===== config.mk =====
export PLATFORM = sky130hd
export DESIGN_NAME = position_alert_tx
export DESIGN_NICKNAME = d
export VERILOG_FILES = /design/src/rtl/position_alert_pkg.sv /design/src/rtl/tone_gen.sv /design/src/rtl/position_alert_tx.sv
export SDC_FILE = /design/constraint.sdc
export NUM_CORES = 1
export LEC_CHECK = 0
export ABC_AREA = 1
export CORE_AREA = 2 2 117 91
export DETAILED_ROUTE_END_ITERATION = 10
export DIE_AREA = 0 0 119 93
export PLACE_DENSITY = 0.73
export SLEW_MARGIN = 20
export SYNTH_ARGS = -nofsm -noshare
export SYNTH_HDL_FRONTEND = slang
export SYNTH_SLANG_ARGS = --single-unit

===== constraint.sdc =====
create_clock -name clk -period 4.1 [get_ports clk]
set_input_delay 0.41 -clock clk [delete_from_list [all_inputs] [get_ports clk]]
set_output_delay 0.41 -clock clk [all_outputs]
set_load 0.1 [all_outputs]

===== src/rtl/position_alert_pkg.sv =====
// Shared types and constants for the riding-position alert block.
package position_alert_pkg;

  // Position codes as delivered by the upstream sampler; anything above SEAT is invalid
  typedef enum logic [2:0] {
    DROPS = 3'd0,
    HOODS = 3'd1,
    TOPS  = 3'd2,
    BAR   = 3'd3,
    SEAT  = 3'd4
  } pos_code_t;

  localparam int NUM_POS  = 5;
  localparam int MAX_CODE = 4;

  // Burst sequencer states
  typedef enum logic [1:0] {
    IDLE = 2'd0,
    BEEP = 2'd1,
    GAP  = 2'd2
  } state_t;

  // One-hot LED pattern for a position (bit 0 = drops, bit 4 = seat)
  function automatic logic [NUM_POS-1:0] pos_onehot(input pos_code_t c);
    logic [NUM_POS-1:0] oh;
    oh    = '0;
    oh[c] = 1'b1;
    return oh;
  endfunction

endpackage


===== src/rtl/tone_gen.sv =====
// Square-wave generator: starts high on clear, toggles every TONE_HALF enabled
// cycles, and idles low whenever neither clear nor enable is asserted.
module tone_gen #(
  parameter int TONE_HALF = 65536
) (
  input  logic clk,
  input  logic rst,
  input  logic en,
  input  logic clr,
  output logic tone
);

  localparam int CW = (TONE_HALF > 1) ? $clog2(TONE_HALF) : 1;
  localparam logic [CW-1:0] LAST = CW'(TONE_HALF - 1);

  logic [CW-1:0] cnt;

  // Half-period counter and tone register; clear wins over enable so every beep starts high
  always_ff @(posedge clk) begin
    if (rst) begin
      cnt  <= '0;
      tone <= 1'b0;
    end else if (clr) begin
      cnt  <= '0;
      tone <= 1'b1;
    end else if (en) begin
      if (cnt == LAST) begin
        cnt  <= '0;
        tone <= ~tone;
      end else begin
        cnt <= cnt + 1'b1;
      end
    end else begin
      cnt  <= '0;
      tone <= 1'b0;
    end
  end

endmodule


===== src/rtl/position_alert_tx.sv =====
// Turns an accepted position code into code+1 beeps on the buzzer while the
// matching position LED is lit; invalid codes only raise a one-cycle error pulse.
module position_alert_tx
  import position_alert_pkg::*;
#(
  parameter int TONE_HALF = 65536,
  parameter int BEEP_LEN  = 6000000,
  parameter int GAP_LEN   = 6000000
) (
  input  logic               clk,
  input  logic               rst,
  input  logic               pos_valid,
  input  logic [2:0]         pos_code,
  output logic               pos_ready,
  output logic               busy,
  output logic               err_invalid,
  output logic [NUM_POS-1:0] BOARD_LEDs,
  output logic               BUZZER
);

  localparam int BCW    = (BEEP_LEN > 1) ? $clog2(BEEP_LEN) : 1;
  localparam int GCW    = (GAP_LEN > 1) ? $clog2(GAP_LEN) : 1;
  localparam int LEFT_W = $clog2(NUM_POS + 1);

  localparam logic [BCW-1:0] BEEP_LAST = BCW'(BEEP_LEN - 1);
  localparam logic [GCW-1:0] GAP_LAST  = GCW'(GAP_LEN - 1);

  state_t            state, next_state;
  logic [BCW-1:0]    beep_cnt, next_beep_cnt;
  logic [GCW-1:0]    gap_cnt, next_gap_cnt;
  logic [LEFT_W-1:0] beeps_left, next_beeps_left;
  pos_code_t         code_q, next_code;
  logic              next_err;
  logic              tone_en, tone_clr;

  // Sequencer: accepts codes in IDLE, then alternates BEEP/GAP until all beeps are played
  always_comb begin
    next_state      = state;
    next_beep_cnt   = beep_cnt;
    next_gap_cnt    = gap_cnt;
    next_beeps_left = beeps_left;
    next_code       = code_q;
    next_err        = 1'b0;
    tone_en         = 1'b0;
    tone_clr        = 1'b0;
    case (state)
      IDLE: begin
        if (pos_valid && pos_ready) begin
          if (pos_code <= 3'(MAX_CODE)) begin
            next_state      = BEEP;
            next_code       = pos_code_t'(pos_code);
            next_beeps_left = LEFT_W'(pos_code) + LEFT_W'(1);
            next_beep_cnt   = '0;
            tone_clr        = 1'b1;
          end else begin
            next_err = 1'b1;
          end
        end
      end
      BEEP: begin
        if (beep_cnt == BEEP_LAST) begin
          next_state   = GAP;
          next_gap_cnt = '0;
        end else begin
          next_beep_cnt = beep_cnt + 1'b1;
          tone_en       = 1'b1;
        end
      end
      GAP: begin
        if (gap_cnt == GAP_LAST) begin
          if (beeps_left == LEFT_W'(1)) begin
            next_state      = IDLE;
            next_beeps_left = '0;
          end else begin
            next_state      = BEEP;
            next_beeps_left = beeps_left - 1'b1;
            next_beep_cnt   = '0;
            tone_clr        = 1'b1;
          end
        end else begin
          next_gap_cnt = gap_cnt + 1'b1;
        end
      end
      default: begin
        next_state = IDLE;
      end
    endcase
  end

  // State, counters and registered outputs, all derived from the upcoming state
  always_ff @(posedge clk) begin
    if (rst) begin
      state       <= IDLE;
      beep_cnt    <= '0;
      gap_cnt     <= '0;
      beeps_left  <= '0;
      code_q      <= DROPS;
      pos_ready   <= 1'b1;
      busy        <= 1'b0;
      err_invalid <= 1'b0;
      BOARD_LEDs  <= '0;
    end else begin
      state       <= next_state;
      beep_cnt    <= next_beep_cnt;
      gap_cnt     <= next_gap_cnt;
      beeps_left  <= next_beeps_left;
      code_q      <= next_code;
      pos_ready   <= (next_state == IDLE);
      busy        <= (next_state != IDLE);
      err_invalid <= next_err;
      BOARD_LEDs  <= (next_state == IDLE) ? '0 : pos_onehot(next_code);
    end
  end

  tone_gen #(
    .TONE_HALF(TONE_HALF)
  ) u_tone (
    .clk (clk),
    .rst (rst),
    .en  (tone_en),
    .clr (tone_clr),
    .tone(BUZZER)
  );

endmodule


Yosys cells after proc, flatten, opt, wreduce, memory -nomap -nowiden
Index checks and enable logic that the tools add are counted.
{"block": "word_totals", "wordCells": 87, "out_inout_bits": 9, "input_bits": 6, "regBits": 79}
{"block": "classes", "order_cmp": 3, "n_eq_ne": 14, "add_sub_neg": 5, "mux": 36, "n_bitwise": 4, "reduce_logical": 14}
{"operator": "23-bit 2-to-1 mux", "count": 7}
{"operator": "23-bit one-hot mux with 3 select lines", "count": 1}
{"operator": "23-bit by 1-bit adder with 23-bit output, second input constant", "count": 2}
{"operator": "23-bit equality test, second input constant", "count": 2}
{"operator": "23-bit one-hot mux with 2 select lines", "count": 1}
{"operator": "3-bit 2-to-1 mux", "count": 7}
{"operator": "16-bit by 1-bit adder with 16-bit output, second input constant", "count": 1}
{"operator": "16-bit equality test, second input constant", "count": 1}
{"operator": "2-bit != test, second input constant", "count": 7}
{"operator": "1-bit 2-to-1 mux", "count": 12}
{"operator": "2-bit 2-to-1 mux", "count": 4}
{"operator": "2-bit one-hot mux with 3 select lines", "count": 1}
{"operator": "3-bit one-hot mux with 2 select lines", "count": 1}
{"operator": "6-bit AND reduction", "count": 1}
{"operator": "2-bit nonzero test", "count": 3}
{"operator": "2-bit logical NOT", "count": 2}
{"operator": "3-bit by 4-bit less-than comparator with 1-bit output, second input constant", "count": 1}
{"operator": "1-bit inverter", "count": 4}
{"operator": "4-bit AND reduction", "count": 1}
{"operator": "4-bit OR reduction", "count": 1}
{"operator": "3-bit by 1-bit adder with 3-bit output, second input constant", "count": 1}
{"operator": "1-bit demux with 3-bit select", "count": 1}
{"operator": "3-bit by 1-bit equality test with 1-bit output, second input constant", "count": 1}
{"operator": "3-bit by 1-bit >= comparator with 1-bit output, second input constant", "count": 1}
{"operator": "11 further kinds", "count": 12}

Longest topological paths before layout
Gate-level depths: netlist of run 1.
{"block": "depth", "ltp_word": 8, "mapped_depth": 12}

By module
Synthesis of run 1 repeated with hierarchy kept, for this count alone.
{"block": "hier_totals", "hier_cells": 736, "hier_area_um2": 4689.5}
{"mod": "position_alert_tx", "cells_each": 610, "area_each_um2": 3819.9, "seq_area_each_um2": 1241.2, "instances": 1}
{"mod": "tone_gen", "cells_each": 126, "area_each_um2": 869.6, "seq_area_each_um2": 340.3, "instances": 1}

Worst setup path before layout of run 1
No wires, ideal clock.
{"block": "synth_timing", "path_type": "register -> register", "start": "register pos_ready", "end": "register beep_cnt[9]", "path_buffers": 1, "required_time_ns": 4.029, "t_arrival_ns": 2.114, "slack_ns": 1.915, "stages_incl_launch_ff": 10, "synth_period_minus_slack_ns": 2.185, "path_cell_list": "dfxtp_1 nand2_1 inv_1 a21oi_1 nor2_1 nand2_1 inv_2 buf_1 nand3_1 a21oi_1"}
{"block": "synth_via", "elab_chain_len": 3}
{"item": "start, declared", "line_no": "position_alert_tx.sv:14", "rtl": "output logic pos_ready,"}
{"item": "start signal, assigned", "line_no": "position_alert_tx.sv:108", "rtl": "pos_ready <= (next_state == IDLE);"}
{"item": "1-bit logical AND", "line_no": "position_alert_tx.sv:48", "rtl": "if (pos_valid && pos_ready) begin"}
{"item": "2-bit != test (no source line)"}
{"item": "6-bit AND reduction (no source line)"}
{"item": "end signal, assigned", "line_no": "position_alert_tx.sv:104", "rtl": "beep_cnt <= next_beep_cnt;"}
{"item": "end, declared", "line_no": "position_alert_tx.sv:29", "rtl": "logic [BCW-1:0] beep_cnt, next_beep_cnt;"}
No other way between the ends.
A chain may end at the register's enable or synchronous reset.

Worst setup path in the final report of run 1
{"block": "layout_timing", "start": "register state[0]", "end": "register u_tone.cnt[7]"}
{"block": "layout_via", "elab_chain_len": 4, "word_cells_on_any_way": 7, "cone_classes": "eq/ne (2); mux (2); bitwise (1); reduce/logical (2)"}
{"item": "start, declared", "line_no": "position_alert_tx.sv:28", "rtl": "state_t state, next_state;"}
{"item": "start signal, assigned", "line_no": "position_alert_tx.sv:103", "rtl": "state <= next_state;"}
{"item": "2-bit by 1-bit equality test with 1-bit output", "line_no": "position_alert_tx.sv:46", "rtl": "case (state)"}
{"item": "1-bit 2-to-1 mux", "line_no": "position_alert_tx.sv:46"}
{"item": "1-bit inverter (no source line)"}
{"item": "4-bit OR reduction (no source line) (*)"}
{"item": "end signal, assigned", "line_no": "tone_gen.sv:31", "rtl": "cnt <= cnt + 1'b1;"}
{"item": "end, declared", "line_no": "tone_gen.sv:16", "rtl": "logic [CW-1:0] cnt;"}
Every way passes the cells marked *; elsewhere a longest branch is shown, timed or not.

==> metrics.md, run 1 <==
| Metric | Value |
|---|---|
| Status | complete, no violations |
| Number of max-cap violations | 0 |
| Root Driver | clkbuf_16 |
| Wire per inst | 11.84 um |
| Hold Path Class | flip-flop to flip-flop |
| Total iterations of the first detailed-routing run | 5 |
| Fin util | 0.5320 |
| Simple-Gate Fraction of Synth Area | 0.4162 |
| Compound-Gate Fraction of Synth Area | 0.07194 |
| Top-count cell post-synth | nand2_1 |
| #FFs+latches synth | 79 |
| Largest family of logic cells by synthesized area | simple AND/OR/NAND/NOR gates |
| I/O pins | 15 |
| Final worst slack | approximately 1200 ps |
| Mapped Nets | 790 |
| F_max | roughly 350 MHz |
| Comb pwr share | 0.117 |
| Slew headroom | 0.3456 |
| DIE AREA | 11070 um^2 |
| CP Launch Type | flip-flop |
| Area occupied by multi-input gates | approximately 2900 um^2 |
| Placer Congestion | 0.9173 |
| WL final | ~11 mm |
| Final Cycle Share | 0.6977 |
| Max FO, Critical Path | 22 |
| Fraction of layout cells with a size suffix above 1 | 0.04853 |
| H-tree depth | 3 |
| Slew Viols, Final | 0 |
| Drt drc | 0 |
| Top post-synthesis cells by count | nand2_1 (242), nor2_1 (157), dfxtp_1 (79) |
| Gate Count Post-Synth | just under 800 |
| Worst skew pair latency | around 340 ps |
| Final setup viols | 0 |
| CTS tree | built |
| Initial antenna violation count | 0 |
| Resize count post-CTS | 0 |
| Die Height | approximately 93 um |
| Unrepaired setup endpoints after global routing | false |
| Worst Tran Pin Value | 978.5 ps |
| Adder-Cell Fraction of Synth Area | 0.02837 |
| PortBufs | 14 |
| Internal | approximately 1.3 mW |
| Clock Sinks | 79 |
| Placed cell areas | between 5000 and 6000 um^2 |
| CTS Hold Bufs | 0 |
| Sequential cell area | 1582 um^2 |
| Mux contribution to synthesized area | 0 |
| Pwr per Cell Area | roughly 340 nW/um^2 |
| Via density | 5.024 |
| CTS buffer count | 9 |
| Avg Cell Area, Syn | 6.277 um^2 |
| Register area share after synthesis | 0.3259 |
| Endpoints failing hold | 0 |
| Top cell type's share of synthesized area | 0.3259 |
| Critical path type | flip-flop to flip-flop |
| Sequential power share | 0.446 |
| Clock transition at the registers of the reported paths | ~60 ps |
| Area delta synth->final | 9.309% |
| Setup TNS | 0 ps |
| Setup repair bufs after CTS | 0 |
| CP Capture Type | flip-flop |
| Routed Antenna Nets | 0 |
| P_sw | 0.5102 mW |
| Yosys cell types | 37 |
| Die X | between 100 and 150 um |
| Vias in the first global route | between 4000 and 5000 |
| Async SR Flop Fraction | 0 |
| Via count | between 4000 and 5000 |
| Crit path time final | ~2900 ps |
| Post-Syn Area | roughly 4900 um^2 |
| Congestion Overflow GR | 0 |
| Rows | 32 |
| Xor and xnor area share after synthesis | 0.07220 |
| First-pass GRT wire length | about 19 mm |
| Cell taking the most area after synthesis | dfxtp_1 |
| Nets | 795 |
| Filler cells | 1003 |
| CTS Buffer Depth | 2 |
| Leakage power | between 1.5 and 2 nW |
| Ys Warns | 0 |
| Worst Skew | 5.460 ps |
| Largest net degree at the start of global routing | 54 |
| Post-Place Worst Slack | approximately 1200 ps |
| Post-synth EDFFs | 0 |
| FF-to-FF setup slack | 1240 ps |
| Clk pwr share | 0.436 |
| Initial DRC count | 377 |
| Diodes inserted | 0 |
| GRT Overall Usage | 0.2098 |
| Switch share | 0.2868 |
| Synth area leaders | dfxtp_1 (33%), nand2_1 (19%), nor2_1 (12%), nand3_1 (5.6%), a21oi_1 (5.4%) |
| Required @ worst endpoint | 4350 ps |
| Worst EP arrival | 3110 ps |
| Core area | 9970 um^2 |
| DP HPWL | approximately 7.8 mm |
| Final Instance Area | 5304 um^2 |
| Initial Util | 0.4867 |
| WHS | around 460 ps |
| Main synth FF type | dfxtp_1 |
| Maximum resistive drop on vdd | approximately 0.0003 V |
layout make-up:
| class | count | share of cell area |
|---|---|---|
| Inverter | 70 | 0.05001 |
| Multi-Input combinational cell | 603 | 0.5386 |
| Timing Repair Buffer | 15 | 0.02689 |
| Clock buffer | 10 | 0.04506 |
| Sequential cell | 79 | 0.2982 |
| Tap cell | 136 | 0.03208 |
| Clock inverter | 6 | 0.009200 |
critical path, stage by stage, from the launching register on:
cell     delay [ps]
dfxtp_1         360
inv_1            90
ha_1            380
inv_1           610
nor2_1          210
a31oi_1         280
nand4_1         540
nor2_1          300
per-layer routing:
layer | wire (um) | track usage | vias to the layer above
li1 | - | - | 2420
met4 | 135 | 0.04861 | 0
met5 | 0 | 0 | -
met3 | 812 | 0.04451 | 14
met2 | 4345 | 0.3060 | 147
met1 | 5584 | 0.3140 | 2036
state kept, by name, indices dropped and copies added (netlist names):
name,count
beep_cnt,23
gap_cnt,23
u_tone.cnt,16
BOARD_LEDs,5
beeps_left,3
code_q,3
state,2
busy,1
err_invalid,1
pos_ready,1
u_tone.tone,1
power by group through the flow:
stage	sequential [mW]	clock, mW	combinational [mW]
3_5_place_dp	0.811	0	0.207
5_1_grt	0.795	0.824	0.232
2_1_floorplan	0.850	0	0.133
6_report	0.794	0.777	0.208
3_3_place_gp	0.810	0	0.204
4_1_cts	0.794	0.794	0.208
layout by cell type, fill, tap and decap left out, drive strengths merged, types with 2 or more instances in the layout:
cell	netlist	routed
xor2	27	27
nand4	8	8
a21oi	52	52
dfxtp	79	79
nand2	247	247
clkbuf	10	10
buf	10	2
clkinv	0	2
and2	2	2
ha	11	11
xnor2	13	13
inv	70	74
nor3	6	6
o21ai	9	9
clkdlybuf4s50	0	13
nor2	163	163
nand3b	3	3
nand3	56	56
metrics by stage:
stage | std cells | power, mW
6_report | 919 | 1.779
5_1_grt | 919 | 1.852
4_1_cts | 919 | 1.796
3_5_place_dp | 903 | 1.018
3_3_place_gp | 903 | 1.015
2_1_floorplan | 773 | 0.9825
path summary, 6_finish.rpt:
path / from / cells past startpoint / to
worst max-delay path: state[0] / 7 / u_tone.cnt[7]
worst min-delay path: u_tone.cnt[0] / 1 / u_tone.cnt[0]
worst max register to register: state[0] / 7 / u_tone.cnt[7]
worst min register to register: u_tone.cnt[0] / 1 / u_tone.cnt[0]
cells by family (layout without fill, tap and decap cells):
family / Yosys count / in the layout
AOI/OAI and AO/OA: 65 / 65
xor gates and xnor gates: 40 / 40
adders and majority gates: 11 / 11
buffers and inverters: 91 / 101
DFF: 79 / 79
and+or+nand+nor: 487 / 487
Note: power is estimated with default switching activity, not from simulation.
==> run 2, diff against run 1 <==
Clock period 4.1 ns to 2.65 ns, I/O delays scaled along.
==> run 2 against run 1 <==
  * Critical path type unchanged
  * Cell count increased by 0.44%
  * Largest cell class unchanged
  * Power increased by 58%
  * Via count increased by 1.8%
  * Sequential power increased by 55%
  * Sequential share of layout area decreased by 0.11 points
  * Routed wire length increased by 4.2%
  * Worst hold slack got worse by 260 ps
  * Critical endpoint is now gap_cnt[20]
==> metrics.md, run 2 (synthesis results as in run 1) <==
| Metric | Value |
|---|---|
| Area delta synth->final | 9.696% (was 9.309%) |
| Initial DRC count | 249 (was 377) |
| Worst skew pair latency | 350 ps (was 340 ps) |
| Post-Place Worst Slack | 291.9 ps (was 1239 ps) |
| Leakage power | 1.830 nW (was 1.794 nW) |
| Die Height | 93 um (unchanged) |
| Max FO, Critical Path | 23 (was 22) |
| Slew Viols, Final | 0 (unchanged) |
| Root Driver | clkbuf_16 (unchanged) |
| CTS tree | built (unchanged) |
| Final setup viols | 0 (unchanged) |
| Final worst slack | 445.6 ps (was 1239 ps) |
| Worst Tran Pin Value | 709.2 ps (was 978.5 ps) |
| Pwr per Cell Area | 527.2 nW/um^2 (was 335.4 nW/um^2) |
| Fraction of layout cells with a size suffix above 1 | 0.06480 (was 0.04853) |
| Clock Sinks | 79 (unchanged) |
| Nets | 799 (was 795) |
| Required @ worst endpoint | 2930 ps (was 4350 ps) |
| Setup repair bufs after CTS | 0 (unchanged) |
| Routed Antenna Nets | 0 (unchanged) |
| CTS buffer count | 9 (unchanged) |
| Setup TNS | 0 ps (unchanged) |
| Congestion Overflow GR | 0 (unchanged) |
| Critical path type | flip-flop to flip-flop (unchanged) |
| Number of max-cap violations | 0 (unchanged) |
| Initial antenna violation count | 0 (unchanged) |
| Resize count post-CTS | 0 (unchanged) |
| Commonest cells after routing, fill and taps aside | nand2_1 (242), nor2_1 (157), dfxtp_1 (79), inv_1 (66), nand3_1 (54) (unchanged) |
| Switch share | 0.3031 (was 0.2868) |
| Wire per inst | 12.29 um (was 11.84 um) |
| Placer Congestion | 0.9612 (was 0.9173) |
| Fin util | 0.5339 (was 0.5320) |
| Core area | 9970 um^2 (unchanged) |
| Comb pwr share | 0.115 (was 0.117) |
| Status | complete, no violations (unchanged) |
| Slew headroom | 0.5267 (was 0.3456) |
| H-tree depth | 3 (unchanged) |
| Layout Cells excl Fill | 923 (was 919) |
| Initial Util | 0.4867 (unchanged) |
| Endpoints failing hold | 0 (unchanged) |
| Unrepaired setup endpoints after global routing | false (unchanged) |
| WL final | 11.34 mm (was 10.88 mm) |
| I/O pins | 15 (unchanged) |
| Commonest non-fill, non-tap cell in the layout | nand2_1 (unchanged) |
| Via density | 5.092 (was 5.024) |
| GRT Overall Usage | 0.2171 (was 0.2098) |
| Sequential power share | 0.438 (was 0.446) |
| DP HPWL | 8.002 mm (was 7.817 mm) |
| Drt drc | 0 (unchanged) |
| Maximum resistive drop on vdd | 0.0004346 V (was 0.0002959 V) |
| CTS Hold Bufs | 0 (unchanged) |
| Filler cells | 966 (was 1003) |
| Final Cycle Share | 0.8319 (was 0.6977) |
| DIE AREA | 11070 um^2 (unchanged) |
| CP Launch Type | flip-flop (unchanged) |
| Largest registers | beep_cnt (23), gap_cnt (23), u_tone.cnt (16) (unchanged) |
| Hold Path Class | primary input to flip-flop (was flip-flop to flip-flop) |
| Vias in the first global route | 4271 (was 4130) |
| Die X | 119 um (unchanged) |
| Diodes inserted | 0 (unchanged) |
| Internal | 1.956 mW (was 1.269 mW) |
| F_max | 453.6 MHz (was 349.6 MHz) |
| Crit path time final | 2204 ps (was 2861 ps) |
| Total iterations of the first detailed-routing run | 5 (unchanged) |
| Clock transition at the registers of the reported paths | 70 ps (was 60 ps) |
| Rows | 32 (unchanged) |
| PortBufs | 14 (unchanged) |
| Worst EP arrival | 2480 ps (was 3110 ps) |
| First-pass GRT wire length | 19.70 mm (was 19.17 mm) |
| Inst Count DP | 907 (was 903) |
| Largest net degree at the start of global routing | 47 (was 54) |
| P_sw | 0.8506 mW (was 0.5102 mW) |
| CP Capture Type | flip-flop (unchanged) |
| Worst Skew | 8.008 ps (was 5.460 ps) |
| CTS Buffer Depth | 2 (unchanged) |
| Clk pwr share | 0.448 (was 0.436) |
| Via count | 4700 (was 4617) |
-- run 2: critical path: stages, from the launching register on --
cell	delay, ps
dfxtp_1	430
ha_1	210
nand3_1	200
inv_2	190
nand2_1	70
nor2_1	160
nand3_1	150
nand3_2	440
nand2_1	130
a21oi_1	160
-- run 2: per-layer routing --
metal  vias to the layer above  part of all wire  track usage  wire [um]
met5                         -                 0            0          0
met1                      2110              0.49       0.2960       5535
li1                       2428                 -            -          -
met3                        15             0.066      0.04390        743
met2                       147              0.43       0.3487       4920
met4                         0             0.012      0.06448        141
-- run 2: power groups by stage --
stage / registers [mW] / logic, mW / clock network, mW
6_report: 1.23 / 0.322 / 1.26
5_1_grt: 1.23 / 0.356 / 1.31
4_1_cts: 1.23 / 0.323 / 1.27
3_5_place_dp: 1.25 / 0.320 / 0
3_3_place_gp: 1.25 / 0.313 / 0
2_1_floorplan: 1.31 / 0.206 / 0
-- run 2: area by class of cell --
cell class	instances	area, um^2	share of cell area
Inverter	70	265.3	0.04984
Multi-Input combinational cell	603	2856	0.5367
Clock buffer	9	225.2	0.04231
Tap cell	136	170.2	0.03197
Sequential cell	79	1582	0.2971
Clock inverter	7	73.82	0.01387
Timing Repair Buffer	19	150.1	0.02821
-- run 2: worst paths after layout --
kind	cells past startpoint	startpoint	slack (ps)	endpoint
worst min-delay path	2	rst	200	code_q[2]
worst max-delay path	9	gap_cnt[0]	450	gap_cnt[20]
worst min register to register	1	u_tone.cnt[0]	450	u_tone.cnt[0]
worst max register to register	9	gap_cnt[0]	450	gap_cnt[20]
-- run 2: metrics by stage --
| step | total power, mW | cell area [um^2] | hold WS, ps |
|---|---|---|---|
| 6_report | 2.806 | 5323 | 199.0 |
| 2_1_floorplan | 1.520 | 4852 | 417.5 |
| 3_3_place_gp | 1.567 | 5024 | 429.7 |
| 3_5_place_dp | 1.575 | 5024 | 444.1 |
| 5_1_grt | 2.900 | 5323 | 204.1 |
| 4_1_cts | 2.823 | 5323 | 188.7 |
==> run 3, diff against run 2 <==
Settings changed: PLACE_DENSITY 0.73 to 0.75.
Clock period 2.65 ns to 1.8 ns, I/O delays scaled along.
==> run 3 against run 2 <==
  * Sequential cell count unchanged
  * Worst setup slack worse by 400 ps
  * First-iteration DRC count is 79% higher
  * Critical path type unchanged
  * Critical endpoint is now beep_cnt[1]
  * Largest cell class unchanged
  * Largest power group unchanged
==> metrics.md, run 3 (synthesis results as in run 1) <==
| Metric | Value |
|---|---|
| Status | complete, no violations (unchanged) |
| Kind of cell adding the most delay to the critical path | buffers and inverters (was simple AND/OR/NAND/NOR gates) |
| Layout Cells excl Fill | 1002 (was 923) |
| Routed Antenna Nets | 0 (unchanged) |
| Largest stage delay, worst path | 380 ps (was 440 ps) |
| Drt drc | 0 (unchanged) |
| Required @ worst endpoint | 2030 ps (was 2930 ps) |
| Final setup viols | 0 (unchanged) |
| Vias in the first global route | 4577 (was 4271) |
| Maximum resistive drop on vdd | 0.0005236 V (was 0.0004346 V) |
| Worst skew pair latency | 340 ps (was 350 ps) |
| CTS tree | built (unchanged) |
| Slew Viols, Final | 0 (unchanged) |
| Placer Congestion | 0.9177 (was 0.9612) |
| Via count | 4939 (was 4700) |
| CTS buffer count | 9 (unchanged) |
| Rows | 32 (unchanged) |
| Via density | 4.929 (was 5.092) |
| Top Metal Used | met4 (unchanged) |
| Core area | 9970 um^2 (unchanged) |
| Worst r2r src | state[0] (was gap_cnt[0]) |
| Clock transition at the registers of the reported paths | 70 ps (about the same) |
| Commonest non-fill, non-tap cell in the layout | nand2_1 (unchanged) |
| Worst Skew | 11.07 ps (was 8.008 ps) |
| CTS Buffer Depth | 2 (unchanged) |
| First-pass GRT wire length | 21.15 mm (was 19.70 mm) |
| Internal | 3.269 mW (was 1.956 mW) |
| CP Capture Type | flip-flop (unchanged) |
| DP HPWL | 8.842 mm (was 8.002 mm) |
| Inst Count DP | 981 (was 907) |
| Placed cell areas | 5633 um^2 (was 5024 um^2) |
| PortBufs | 14 (unchanged) |
| Hold Path Class | primary input to flip-flop (unchanged) |
| Critical path type | flip-flop to flip-flop (unchanged) |
| F_max | 568.4 MHz (was 453.6 MHz) |
| Nets | 878 (was 799) |
| Worst-path cell chain | inv_2 -> ha_2 -> inv_1 -> a21oi_4 -> nor2_1 -> nand2_2 -> inv_2 -> nand2_4 -> buf_12 -> o21ai_0 -> nor2_1 (was ha_1 -> nand3_1 -> inv_2 -> nand2_1 -> nor2_1 -> nand3_1 -> nand3_2 -> nand2_1 -> a21oi_1) |
| Initial DRC count | 445 (was 249) |
| Congestion Overflow GR | 0 (unchanged) |
| Pwr per Cell Area | 731.8 nW/um^2 (was 527.2 nW/um^2) |
| Die Height | 93 um (unchanged) |
| WHS | 228.2 ps (was 199.0 ps) |
| Worst Tran Pin Value | 340.1 ps (was 709.2 ps) |
| WL final | 12.75 mm (was 11.34 mm) |
| CP Launch Type | flip-flop (unchanged) |
| WP depth | 11 (was 9) |
| Setup TNS | 0 ps (unchanged) |
| Fraction of layout cells with a size suffix above 1 | 0.1940 (was 0.06480) |
| Final Cycle Share | 0.9774 (was 0.8319) |
| Worst setup startpoint | state[0] (was gap_cnt[0]) |
| Metal2 WL | 5.458 mm (was 4.920 mm) |
| Number of max-cap violations | 0 (unchanged) |
| Worst Reg-to-Reg Cells | 11 (was 9) |
| Final Instance Area | 6200 um^2 (was 5323 um^2) |
| Wire per inst | 12.72 um (was 12.29 um) |
| Hold path cells | 4 (was 2) |
| GRT Overall Usage | 0.2342 (was 0.2171) |
| Comb pwr share | 0.147 (was 0.115) |
| P_sw | 1.268 mW (was 0.8506 mW) |
| Sequential power share | 0.398 (was 0.438) |
| WL met3 | 1.113 mm (was 743 um) |
| Clock Sinks | 79 (unchanged) |
| Largest net degree at the start of global routing | 28 (was 47) |
| Initial Util | 0.4867 (unchanged) |
| Largest registers | beep_cnt (23), gap_cnt (23), u_tone.cnt (16) (unchanged) |
| Routed metal-1 wire length | 6.014 mm (was 5.535 mm) |
| Root Driver | clkbuf_16 (unchanged) |
| Endpoints failing hold | 0 (unchanged) |
| Post-Place Worst Slack | -268.9 ps (was 291.9 ps) |
| Initial antenna violation count | 0 (unchanged) |
| Hold Startpoint | rst (unchanged) |
| Leakage power | 2.288 nW (was 1.830 nW) |
| Commonest cells after routing, fill and taps aside | nand2_1 (236), nor2_1 (144), buf_4 (85), dfxtp_1 (74), inv_1 (64) (was nand2_1 (242), nor2_1 (157), dfxtp_1 (79), inv_1 (66), nand3_1 (54)) |
| Buf+Inv Stages, Crit Path | 4 (was 1) |
| Crit path time final | 1759 ps (was 2204 ps) |
| I/O pins | 15 (unchanged) |
| FF-to-FF setup slack | 40 ps (was 450 ps) |
| WHS Endpoint | state[1] (was code_q[2]) |
| H-tree depth | 3 (unchanged) |
| DIE AREA | 11070 um^2 (unchanged) |
| R2R Path End | beep_cnt[1] (was gap_cnt[20]) |
| Die X | 119 um (unchanged) |
| Diodes inserted | 0 (unchanged) |
| Slew headroom | 0.7728 (was 0.5267) |
| Clk pwr share | 0.455 (was 0.448) |
| Switch share | 0.2795 (was 0.3031) |
| Worst EP arrival | 1990 ps (was 2480 ps) |
| Final worst slack | 40.73 ps (was 445.6 ps) |
| Max FO, Critical Path | 10 (was 23) |
| Crit path max-delay cell type | dfxtp_1 (was nand3_2) |
| Total iterations of the first detailed-routing run | 5 (unchanged) |
| Area delta synth->final | 27.77% (was 9.696%) |
[run 3: routing by layer]
layer,vias to the layer above,track usage
li1,2588,-
met1,2176,0.3292
met2,159,0.3669
met3,16,0.05305
met4,0,0.05258
met5,-,0
[run 3: worst min-delay path, stage by stage]
cell     delay (ps)
buf_2           140
nor2_1           70
nand2_1          60
nor2_1           70
[run 3: power groups by stage]
stage	clock network [mW]	registers, mW	logic, mW
3_3_place_gp	0	1.84	0.580
5_1_grt	2.17	1.81	0.722
3_5_place_dp	0	1.84	0.585
2_1_floorplan	0	1.94	0.303
6_report	2.06	1.81	0.668
4_1_cts	2.10	1.80	0.620
[run 3: worst max path at each step]
stage                         to  slack [ps]
floorplan           beep_cnt[22]          70
CTS                         busy          10
global route                busy         -50
finish               beep_cnt[1]          40
detailed placement  beep_cnt[13]        -270
global placement    beep_cnt[16]        -220
[run 3: final cells by class]
type,instances,area (um^2)
fillers,911,3770
multi-input cells,605,3043
flip-flops and latches,79,1590
repair buffers,96,797.0
inverters,70,265.3
clock buffers,9,225.2
well taps,136,170.2
clock inverters,7,108.9
[run 3: through the flow]
step / total power, mW / utilization
floorplan: 2.238 / -
global placement: 2.421 / 0.5650
detailed placement: 2.427 / 0.5650
CTS: 4.519 / 0.6038
global route: 4.697 / 0.6219
finish: 4.537 / 0.6219
[run 3: repair_timing]
item	CTS	global route
resized for setup	7	44
endpoints found under the setup margin	44	73
hold endpoints to repair	0	0
pin swaps	1	5
hold buffers	0	0
cloned	1	1
buffers inserted	1	2
